[config.mk]
export PLATFORM = sky130hd
export DESIGN_NAME = alu_reg_file
export DESIGN_NICKNAME = d
export VERILOG_FILES = /design/src/rtl/alu_reg_file.sv
export SDC_FILE = /design/constraint.sdc
export NUM_CORES = 2
export LEC_CHECK = 0
export CORE_MARGIN = 3
export CORE_UTILIZATION = 50
export DETAILED_ROUTE_END_ITERATION = 10
export GPL_TIMING_DRIVEN = 1
export PLACE_DENSITY = 0.78
export SYNTH_ARGS = -nofsm -noshare
export SYNTH_HDL_FRONTEND = slang
export SYNTH_SLANG_ARGS = --single-unit
[constraint.sdc]
create_clock -name i_clk -period 15.8 [get_ports i_clk]
set_input_delay 3.16 -clock i_clk [delete_from_list [all_inputs] [get_ports i_clk]]
set_output_delay 3.16 -clock i_clk [all_outputs]
set_load 0.01 [all_outputs]
[src/rtl/alu_reg_file.sv]
// RV32I execution datapath: 32x32 register file behind a single-master
// request/ack port, plus a stateless integer ALU and branch comparator.
module alu_reg_file (
    input  logic        i_clk,
    input  logic        i_reset,
    input  logic        i_wb_stb,
    input  logic        i_wb_we,
    input  logic [31:0] i_wb_addr,
    input  logic [31:0] i_wb_data,
    output logic [31:0] o_wb_data,
    output logic        o_wb_ack,
    output logic        o_wb_stall,
    input  logic [31:0] i_a,
    input  logic [31:0] i_b,
    input  logic [2:0]  i_op,
    input  logic        i_sub,
    input  logic        i_arith_shift,
    input  logic [2:0]  i_branch_op,
    output logic [31:0] o_y,
    output logic        o_will_branch
);

    logic [31:0] r_regs [0:31];
    logic [31:0] r_wb_data;
    logic        r_wb_ack;
    logic [4:0]  w_idx;
    logic        w_accept;
    logic        w_unused_addr;

    assign w_idx         = i_wb_addr[4:0];
    assign w_unused_addr = ^i_wb_addr[31:5];
    assign o_wb_stall    = 1'b0;
    assign w_accept      = i_wb_stb && !o_wb_stall;

    // Writes to x0 are dropped and x0 reads are forced to zero, so entry 0 stays 0.
    always_ff @(posedge i_clk) begin
        if (i_reset) begin
            for (int i = 0; i < 32; i++)
                r_regs[i] <= '0;
            r_wb_data <= '0;
            r_wb_ack  <= 1'b0;
        end else begin
            r_wb_ack <= w_accept;
            if (w_accept) begin
                if (i_wb_we) begin
                    if (w_idx != 5'd0)
                        r_regs[w_idx] <= i_wb_data;
                end else begin
                    r_wb_data <= (w_idx == 5'd0) ? 32'd0 : r_regs[w_idx];
                end
            end
        end
    end

    assign o_wb_data = r_wb_data;
    assign o_wb_ack  = r_wb_ack;

    logic [4:0] w_shamt;
    logic       w_eq;
    logic       w_lt;
    logic       w_ltu;

    assign w_shamt = i_b[4:0];
    assign w_eq    = (i_a == i_b);
    assign w_lt    = ($signed(i_a) < $signed(i_b));
    assign w_ltu   = (i_a < i_b);

    always_comb begin
        o_y = '0;
        case (i_op)
            3'b000:  o_y = i_sub ? (i_a - i_b) : (i_a + i_b);
            3'b001:  o_y = i_a << w_shamt;
            3'b010:  o_y = {31'd0, w_lt};
            3'b011:  o_y = {31'd0, w_ltu};
            3'b100:  o_y = i_a ^ i_b;
            3'b101:  o_y = i_arith_shift ? $unsigned($signed(i_a) >>> w_shamt)
                                         : (i_a >> w_shamt);
            3'b110:  o_y = i_a | i_b;
            default: o_y = i_a & i_b;
        endcase
    end

    always_comb begin
        o_will_branch = 1'b0;
        case (i_branch_op)
            3'b000:  o_will_branch = w_eq;
            3'b001:  o_will_branch = !w_eq;
            3'b100:  o_will_branch = w_lt;
            3'b101:  o_will_branch = !w_lt;
            3'b110:  o_will_branch = w_ltu;
            3'b111:  o_will_branch = !w_ltu;
            default: o_will_branch = 1'b0;
        endcase
    end

endmodule

==> flow_summary_export.csv <==
group,metric,value,unit
outcome,status,"finished, final reports clean",
timing,skew,0.01777,ns
timing,hold_viol,0,
worst_setup_path,arrival,8.13,ns
synthesis,syn-cell-area,0.05561,mm2
synthesis,yosysWarnings,0,
clock_tree,h-tree-depth,3,
timing,holdWs,0.5135,ns
drt,via_per_inst,6.505,
clock_tree,cts-root-buf,"clkbuf_16",
min_path,hp-start,"o_wb_data[26]$_SDFFE_PP0P_",
power_and_ir_drop,cellPowerDensity,103.8,mW/mm2
worst_setup_path,crit_path_start,"i_b[2]",
worst_setup_path,cp.required,12.64,ns
drt,routed_wl,173800,um
worst_setup_path,crit_type,"in -> out",
drt,wl_per_cell,29.83,um
worst_setup_path,startpoint_type,"primary input",
worst_setup_path,reg2reg_from,"r_regs[27][12]$_SDFFCE_PN0P_",
synthesis,async_flop_share,0,%
placed_design,gp_congestion,0.9736,
clock_tree,cts.reportedPaths.clkPinSlew,0.06,ns
grt,top_usage_layer,"met2",
floorplanning,ios,207,
clock_tree,ctsHoldBuffers,0,
cells_and_area,layout.nets,4493,
grt,grt_pass1_wl,252800,um
grt,grt_use_met1,39.25,%
floorplanning,initial_core_util,50.74,%
floorplanning,dieArea,0.1153,mm2
timing,slew_viol_final,0,
power_and_ir_drop,p_sw,1.585,mW
clock_tree,cts_buffers,103,
placed_design,hpwl,104400,um
clock_tree,cts_tree,"built",
timing,slew_headroom,12.63,%
floorplanning,rows,121,
clock_tree,clock_sinks,1057,
power_and_ir_drop,p_sw_share,24.57,%
drt,first_pass_iters,7,
synthesis,synth_edf_count,1024,
timing,rsz0062_at_grt,"no",
timing,fmax,88.60,MHz
grt,met2_usage,46.36,%
grt,grt_pass1_vias,37350,
grt,use_met3,7.136,%
timing,period_needed,11.29,ns
clock_tree,clock_latency,0.66,ns
synthesis,synth-main-ff-cell,"edfxtp_1",
grt,gr-total-overflow,0,
clock_tree,cts-resized-gates,0,
grt,grt_use_total,29.69,%
placed_design,io_buffer_count,178,
worst_setup_path,crit_path_end_kind,"output port",
min_path,hold_class,"reg -> reg",
timing,fin_crit_sh,71.44,%
clock_tree,cts_buffer_depth,3,
worst_setup_path,cp_max_fo,56,
timing,finalSetupViolations,0,
grt,grt_antenna_before_repair,12,
power_and_ir_drop,vdd.ir_drop.worst,0.09930,mV
floorplanning,die_h,339.5,um
drt,drtIter0Drc,5793,
synthesis,synth_cell_types,89,
synthesis,ys_seq_area_share,56.48,%
synthesis,synth_area_per_cell,13.16,um2
synthesis,synth_cells,4227,
drt,drc,0,
grt,grt_max_degree,74,
timing,tns,0,ns
power_and_ir_drop,p_comb_share,12.8,%
timing,tightest_slew,1.307,ns
floorplanning,die_x,339.5,um
drt,num_vias,37890,
drt,ant_nets,0,
cells_and_area,area_growth_syn_to_layout,11.75,%
power_and_ir_drop,p_int,4.868,mW
clock_tree,post_cts_buffers,0,
floorplanning,core,0.1096,mm2
power_and_ir_drop,clkPwrFrac,36.7,%
cells_and_area,drive_gt1_share,15.80,%
synthesis,synth-seq-cells,1057,
power_and_ir_drop,p_seq_share,50.5,%
job,drv_cap,0,
power_and_ir_drop,p_leak,21.70,nW
## routing by layer
metal | wire, um | share of wire (%)
met1 | 62330 | 36
met2 | 80020 | 46
met3 | 21750 | 13
met4 | 9637 | 5.5
met5 | 37 | 0.021
## metrics by stage
step	power, mW	instances	cell area, um2	utilization, %	setup WS (ns)
finish	6.453	5825	62150	56.70	4.513
global route	6.627	5820	62130	56.69	4.195
CTS	6.447	5819	62130	56.68	4.590
detailed placement	4.125	5625	58900	53.74	4.593
global placement	4.107	5625	58900	53.74	4.630
floorplan	3.801	4259	55730	-	6.139
## sequential cells by signal, indices dropped and copies added, names as in the netlist
name / cells
o_wb_ack: 1
o_wb_data: 32
r_regs: 1024
## path summary, 6_finish.rpt
path / end / slack (ns) / cells past startpoint
hold reg to reg: o_wb_data[26]$_SDFFE_PP0P_ / 0.51 / 2
setup / recovery: o_y[30] / 4.51 / 14
hold / removal: o_wb_data[26]$_SDFFE_PP0P_ / 0.51 / 2
setup reg to reg: o_wb_data[12]$_SDFFE_PP0P_ / 13.83 / 5
## power by group through the flow
stage | Clock, mW | Sequential, mW | Combinational (mW)
after global placement | 0 | 3.30 | 0.802
after global routing | 2.49 | 3.27 | 0.868
final | 2.37 | 3.26 | 0.826
after CTS | 2.38 | 3.26 | 0.812
after floorplan | 0 | 3.30 | 0.503
after detailed placement | 0 | 3.32 | 0.808
## cell families (layout without fill, tap and decap cells)
kind of cell               count (synthesis)  count (layout)  share of synthesized area, %
other                                      1              39                      0.006743
adders and majority gates                 99              99                         2.254
and+or+nand+nor                         1562            1562                         15.97
buffers and inverters                    494             578                         3.436
DFF                                     1057            1057                         56.48
xor gates and xnor gates                  17              17                        0.2678
AOI/OAI and AO/OA                        623             623                         7.639
muxes                                    374             374                         13.94
## cell usage after synthesis (5+ instances only)
master	instances	area share (%)
a2111oi_0	7	0.11
a211o_1	5	0.079
a211oi_1	26	0.35
a21boi_0	5	0.068
a21o_1	12	0.16
a21oi_1	148	1.3
a221oi_1	12	0.19
a22oi_1	169	2.3
a31oi_1	18	0.20
a32oi_1	6	0.094
and2_1	997	11
and3_1	5	0.056
buf_1	44	0.30
buf_2	19	0.17
buf_4	6	0.081
clkbuf_1	324	2.2
dfxtp_1	33	1.2
edfxtp_1	1024	55
ha_1	97	2.2
inv_1	94	0.63
mux2_2	13	0.26
mux2i_1	40	0.72
mux4_2	319	13
nand2_1	89	0.60
nand2b_1	10	0.11
nand3_1	29	0.26
nand4_1	36	0.40
nor2_1	248	1.7
nor2b_1	19	0.21
nor3_1	44	0.40
nor4_1	11	0.12
o211ai_1	23	0.31
o21a_1	9	0.12
o21ai_0	78	0.70
o21ai_1	5	0.045
o21bai_1	7	0.094
o221ai_1	10	0.16
o22a_1	5	0.079
o22ai_1	16	0.18
o311a_1	5	0.090
o31ai_1	10	0.13
o32ai_1	5	0.079
or2_2	39	0.44
or3_1	15	0.17
xnor2_1	14	0.22
## layout by cell type (no fill, tap or decap), drive strengths merged, types with 44 or more instances in the layout
cell type	count
clkdlybuf4s50	172
clkbuf	142
clkinv	45
and2	998
nor2	248
nand2	90
o21ai	83
ha	97
mux4	319
a21oi	148
edfxtp	1024
a22oi	169
nor3	44
buf	112
inv	101
## area by class of cell
class                      instances  area [um2]
timing repair buffer             284        2572
antenna                            6       15.01
tap                             1476        1847
fill                            8533       47460
clock inverter                    52       361.6
sequential                      1057       31410
inverter                         100       377.9
multi-input combinational       2708       22690
clock buffer                     142        2868
## critical path, cell delays in order
cell	delay, ns
clkdlybuf4s50_1	0.45
buf_4	0.46
inv_2	0.04
buf_4	0.38
ha_1	0.57
a211oi_1	0.18
o21ai_0	0.46
nand3_1	0.35
a211oi_1	0.38
nor2_1	0.14
o311a_1	0.41
or4_1	0.40
o211ai_1	0.10
clkdlybuf4s50_1	0.59
Note: power is estimated with default switching activity, not from simulation.
